===== config.mk =====
export PLATFORM = sky130hd
export DESIGN_NAME = stopwatch_ctrl
export DESIGN_NICKNAME = d
export VERILOG_FILES = /design/src/rtl/stopwatch_ctrl.sv
export SDC_FILE = /design/constraint.sdc
export NUM_CORES = 1
export LEC_CHECK = 0
export CORE_MARGIN = 2
export CORE_UTILIZATION = 59
export CTS_CLUSTER_DIAMETER = 60
export DETAILED_ROUTE_END_ITERATION = 7
export GPL_TIMING_DRIVEN = 1
export PLACE_DENSITY_LB_ADDON = 0.3
export SLEW_MARGIN = 20
export SYNTH_ARGS = -nofsm -noshare
export SYNTH_HDL_FRONTEND = slang
export SYNTH_SLANG_ARGS = --single-unit

===== constraint.sdc =====
create_clock -name clk -period 2.5 [get_ports clk]
set_clock_uncertainty 0.1 [all_clocks]
set_input_delay 0.75 -clock clk [delete_from_list [all_inputs] [get_ports clk]]
set_output_delay 0.75 -clock clk [all_outputs]
set_load 0.05 [all_outputs]

===== src/rtl/stopwatch_ctrl.sv =====
// Stopwatch control: debounced start/stop and lap/clear buttons drive a 4-state FSM that gates counting.
// Optional LAP state is enabled by defining STOPWATCH_LAP_EN; without it lap_hold is tied low.
module stopwatch_ctrl #(
  parameter int DEBOUNCE_CYCLES = 500000,
  parameter int DB_W            = 20
) (
  input  logic       clk,
  input  logic       reset,
  input  logic       btn_start_stop,
  input  logic       btn_lap_clear,
  input  logic       tick,
  output logic       cnt_tick,
  output logic       run_en,
  output logic       clear_pulse,
  output logic       lap_hold,
  output logic [1:0] state
);

  typedef enum logic [1:0] {
    S_IDLE    = 2'd0,
    S_RUNNING = 2'd1,
    S_PAUSED  = 2'd2,
    S_LAP     = 2'd3
  } state_t;

  localparam int              NB       = 2;
  localparam logic [DB_W-1:0] DB_LIMIT = DB_W'(DEBOUNCE_CYCLES);

  // Bit 0 is start/stop, bit 1 is lap/clear throughout the button path.
  logic [NB-1:0]   w_btn_raw;
  logic [NB-1:0]   r_sync1, r_sync2, r_stable, r_stable_d, r_press;
  logic [DB_W-1:0] r_db_cnt [NB];

  assign w_btn_raw = {btn_lap_clear, btn_start_stop};

  always_ff @(posedge clk or negedge reset) begin
    if (!reset) begin
      r_sync1    <= '0;
      r_sync2    <= '0;
      r_stable   <= '0;
      r_stable_d <= '0;
      r_press    <= '0;
      // NOTE: the counter array is small flop state, not a RAM, so it is reset like any other register.
      for (int i = 0; i < NB; i++) r_db_cnt[i] <= '0;
    end else begin
      // NOTE: non-blocking assignments let every stage see the previous-cycle value of the one before it.
      r_sync1    <= w_btn_raw;
      r_sync2    <= r_sync1;
      r_stable_d <= r_stable;
      r_press    <= r_stable & ~r_stable_d;
      for (int i = 0; i < NB; i++) begin
        if (r_sync2[i] == r_stable[i]) begin
          r_db_cnt[i] <= '0;
        end else if (r_db_cnt[i] == DB_LIMIT) begin
          r_stable[i] <= r_sync2[i];
          r_db_cnt[i] <= '0;
        end else begin
          r_db_cnt[i] <= r_db_cnt[i] + DB_W'(1);
        end
      end
    end
  end

  logic   w_s, w_l;
  state_t r_state, w_state_next;
  logic   w_clear_next;
  logic   r_run_en, r_clear_pulse;

  assign w_s = r_press[0];
  assign w_l = r_press[1];

  // Start/stop is tested first, so a simultaneous lap/clear press is dropped.
  always_comb begin
    // NOTE: defaults before the case keep every path assigned, so no latch is inferred.
    w_state_next = r_state;
    w_clear_next = 1'b0;
    case (r_state)
      S_IDLE: begin
        if (w_s)      w_state_next = S_RUNNING;
        else if (w_l) w_clear_next = 1'b1;
      end
      S_RUNNING: begin
        if (w_s)      w_state_next = S_PAUSED;
`ifdef STOPWATCH_LAP_EN
        else if (w_l) w_state_next = S_LAP;
`endif
      end
      S_PAUSED: begin
        if (w_s) begin
          w_state_next = S_RUNNING;
        end else if (w_l) begin
          w_state_next = S_IDLE;
          w_clear_next = 1'b1;
        end
      end
      S_LAP: begin
        if (w_s)      w_state_next = S_PAUSED;
        else if (w_l) w_state_next = S_RUNNING;
      end
      default: w_state_next = S_IDLE;
    endcase
  end

`ifdef STOPWATCH_LAP_EN
  logic r_lap_hold;
`endif

  always_ff @(posedge clk or negedge reset) begin
    if (!reset) begin
      r_state       <= S_IDLE;
      r_run_en      <= 1'b0;
      r_clear_pulse <= 1'b0;
`ifdef STOPWATCH_LAP_EN
      r_lap_hold    <= 1'b0;
`endif
    end else begin
      r_state       <= w_state_next;
      r_run_en      <= (w_state_next == S_RUNNING) || (w_state_next == S_LAP);
      r_clear_pulse <= w_clear_next;
`ifdef STOPWATCH_LAP_EN
      r_lap_hold    <= (w_state_next == S_LAP);
`endif
    end
  end

`ifdef STOPWATCH_LAP_EN
  assign lap_hold = r_lap_hold;
`else
  assign lap_hold = 1'b0;
`endif

  assign state       = r_state;
  assign run_en      = r_run_en;
  assign clear_pulse = r_clear_pulse;
  assign cnt_tick    = tick & r_run_en;

endmodule


Word-level counts from Yosys, hierarchy flattened
Cells that the tools add are included.
{"block": "word_totals", "reg_bits": 54, "in_bits": 5, "out_inout_bits": 6, "wordCells": 46}
{"block": "classes", "addsub": 2, "eq_ne": 9, "muxes": 14, "bitwise": 5, "n_reduce_logical": 5}
{"op": "$mux 20", "count": 4}
{"op": "$add 20x1->20 const B", "count": 2}
{"op": "$eq 20x19->1 const B", "count": 2}
{"op": "$mux 2", "count": 6}
{"op": "$pmux 2 s4", "count": 1}
{"op": "$eq 2x2->1 const B", "count": 3}
{"op": "$eq 2x1->1 const B", "count": 2}
{"op": "$reduce_and 2->1", "count": 2}
{"op": "$mux 1", "count": 3}
{"op": "$and 2x2->2", "count": 1}
{"op": "$eq 1x1->1", "count": 2}
{"op": "$logic_not 2->1", "count": 1}
{"op": "$not 1->1", "count": 2}
{"op": "$not 2->2", "count": 1}
{"op": "$reduce_or 2->1", "count": 1}
{"op": "$and 1x1->1", "count": 1}
{"op": "$logic_or 1x1->1", "count": 1}

Logic depth before layout (Yosys ltp)
Gate-level depths: netlist of the first run.
{"block": "logic_depth", "word_depth": 5, "depth_mapped": 7, "mapped_depth_nobuf": 6}

Worst setup path before layout of the first run
OpenSTA, ideal clock, no wires.
{"block": "synth_timing", "path_kind": "input -> output", "from": "input port tick", "to": "output port cnt_tick", "arrival_ns": 1.162, "t_required_ns": 1.650, "path_slack_ns": 0.488, "cell_stages": 1, "path_buffers": 0, "cell_sequence": "and2_1"}
{"block": "synth_via", "elab_chain_len": 1}
{"item": "start, declared", "line_no": "11", "text": "input logic tick,"}
{"item": "$and 1x1->1", "line_no": "135", "text": "assign cnt_tick = tick & r_run_en;"}
{"item": "end, declared", "line_no": "12", "text": "output logic cnt_tick,"}
Every way passes these cells.

Worst setup path in the final report of the first run
{"block": "layout_timing", "from": "register r_state[0] (netlist: state[0])", "to": "output port state[0]"}
{"item": "start, declared", "line_no": "65", "text": "state_t r_state, w_state_next;"}
{"item": "start signal, assigned", "line_no": "117", "text": "r_state <= w_state_next;"}
{"item": "end, declared", "line_no": "16", "text": "output logic [1:0] state"}
No word-level cell between the ends.

==> results_dict.tcl, run 1 <==
set metrics [dict create \
    port-buffer-count 9 \
    cap_violations 0 \
    power_mw 1.460 \
    via_per_inst 5.675 \
    critPathMaxFanout 5 \
    cp_cell_sequence "clkdlybuf4s50_1" \
    crit_path_max_incr_delay_ps 830 \
    worstSkewPairLatency_ps 310 \
    worst_pin_slew_ps 520.9 \
    wl_per_cell_um 13.77 \
    num_rows 23 \
    setup_tns_ps 0 \
    ys_warn_count 0 \
    synth_fp_nets 254 \
    drt_iter0_drc 89 \
    min_period_over_period 0.9690 \
    route.detailed.drc 0 \
    pre_cts_ws_ps 131.4 \
    drt_wl_total_um 4242 \
    cp-end-kind "primary output" \
    track_usage 0.1970 \
    cp-start-kind "flip-flop" \
    status "finished clean" \
    final_cell_mix "dfrtp_1 (54), nor2_1 (33), xor2_1 (19)" \
    dp_hpwl_um 2999 \
    p_leak_nw 1.206 \
    fmax_mhz 412.8 \
    critical_path_class "reg -> out" \
    post_cts_buffers 0 \
    slew_headroom 0.6528 \
    clock_path_buffers 2 \
    die_area_um2 4884 \
    cts_buffers 5 \
    place_inst 300 \
    start_util 0.6268 \
    clk_pin_slew_ps 100 \
    crit_required_ps 1650 \
    layout_setup_ws_ps 77.46 \
    htree_levels 2 \
    io_pins 11 \
    netlist_area_um2 2561 \
    design_area_um2 2815 \
    seq_area_frac_synth 0.5276 \
    slowest_stage "clkdlybuf4s50_1" \
    globalplace.congestion 0.8563 \
    placed_area_um2 2721 \
    syn_inst 245 \
    fp.dieH_um 69.89 \
    rsz0062_at_grt "no" \
    min_period_ps 2423 \
    grt_pass1_vias 1709 \
    n_fill_cell 315 \
    synth.distinct_cells 38 \
    antenna_left 0 \
    core-area_um2 4086 \
    drtPass1Iterations 4 \
    die_w_um 69.89 \
    num_vias 1748 \
    worst-path-buf-inv 1 \
    max-vdd-ir-drop_mv 0.2962 \
    grt_pass1_wl_um 7797 \
    n_antenna_cell 0 \
    final_common_cell "dfrtp_1" \
    grt_overflow_total 0 \
    crit_arrival_ps 1570 \
    final_max_slew_viol_count 0 \
    stdcell_count 308 \
    yosys_register_bits 54 \
    area_growth_pct 9.917 \
    finalHoldViolCount 0 \
    min_path_type "reg -> reg" \
    powerDensity_nw_per_um2 518.4 \
    cts_resized 0 \
    antenna_found_initial 0 \
    nets 266 \
    cts_tree "yes" \
    clock_sinks 54 \
    cts_root_buf "clkbuf_8" \
    drive_above_1_share 0.08527 \
    grt_max_degree 34 \
    cts_hold_buf 0 \
    setup-violations-final 0 \
    syn_avg_cell_area_um2 10.45 \
    cp_top_family "buffers and inverters" \
]
metrics by stage:
stage,util,hold slack (ps)
after CTS,0.6889,268.0
final,0.6889,264.6
after detailed placement,0.6660,237.3
after global placement,0.6660,233.1
after global routing,0.6889,282.9
after floorplan,-,231.2
kinds of logic after synthesis:
group,count (synthesis),synth area share
xor+xnor,31,0.1060
simple gates,116,0.2584
buf+inv,16,0.02589
compound gates,20,0.04836
other cells,1,0.001464
fa+ha+maj,4,0.01954
flops,54,0.5276
mux,3,0.01270
power by group:
group | internal [mW] | switching, mW
sequential | 0.884 | 0.0129
combinational | 0.0244 | 0.0456
clock | 0.203 | 0.290
Yosys cell counts:
cell type   n  share of area
o31ai_1     3         0.0088
nand2b_1    1         0.0024
nor4_1      5          0.012
or4_2       1         0.0034
mux2_2      2         0.0088
nand3b_1    1         0.0029
and4_1      3          0.010
xor2_1     19          0.065
nand4_1     6          0.015
nor2_1     33          0.048
o21ai_0     8          0.016
mux2i_1     1         0.0039
clkbuf_1    4         0.0059
nand2_1    13          0.019
nand3_1    16          0.031
buf_4       1         0.0029
conb_1      1         0.0015
or4_1       3         0.0088
or3_1       5          0.012
or4b_1      1         0.0039
nand4_4     2          0.017
dfrtp_1    54           0.53
a21oi_1     8          0.016
nor4b_1     5          0.017
nor3_1      5         0.0098
or2_2       1         0.0024
and3_1      5          0.012
ha_1        4          0.020
inv_1       9          0.013
and4_2      1         0.0039
nor4bb_1    1         0.0039
nor3b_1     3         0.0088
and2_1      2         0.0049
xnor2_1    12          0.041
o31ai_4     1         0.0083
buf_2       2         0.0039
or4_4       1         0.0044
nor2b_1     2         0.0049
final cells by class:
cell class	instances	area (um2)	share of cell area
sequential	54	1351	0.4800
multi-input combinational	175	1144	0.4062
timing repair buffer	12	130.1	0.04622
clock buffer	5	68.82	0.02444
tap	50	62.56	0.02222
inverter	9	33.78	0.01200
clock inverter	3	25.02	0.008889
worst paths after layout:
| check | startpoint | cells after the start | slack, ps | endpoint |
|---|---|---|---|---|
| worst max-delay path | state[0] | 1 | 80 | state[0] |
| worst min-delay path | r_sync1[1] | 0 | 260 | r_sync2[1] |
| worst max register to register | r_db_cnt[2] | 4 | 520 | r_db_cnt[19] |
| worst min register to register | r_sync1[1] | 0 | 260 | r_sync2[1] |
| min in group asynchronous | reset | 1 | 300 | r_db_cnt[36] |
| max in group asynchronous | reset | 2 | 1450 | r_db_cnt[9] |
state kept, by name, indices dropped and copies added (netlist names):
name / flops
r_db_cnt: 40
run_en: 1
state: 2
r_stable_d: 2
r_sync2: 2
r_sync1: 2
r_stable: 2
r_press: 2
clear_pulse: 1
per-layer routing:
layer | track usage | routed length [um]
met1 | 0.2788 | 2078
met2 | 0.3090 | 2003
met3 | 0.03896 | 117
met4 | 0.06197 | 41
met5 | 0 | 0
Power figures use the tool's default switching activity.
==> inputs of run 2 (changes only) <==
ABC_CLOCK_PERIOD_IN_PS = 2500   (was default)
CAP_MARGIN = 20   (was default)
TNS_END_PERCENT = 10   (was default)
==> results of run 2 <==
No change in the layout: final DEF, timing and power equal those of run 1.
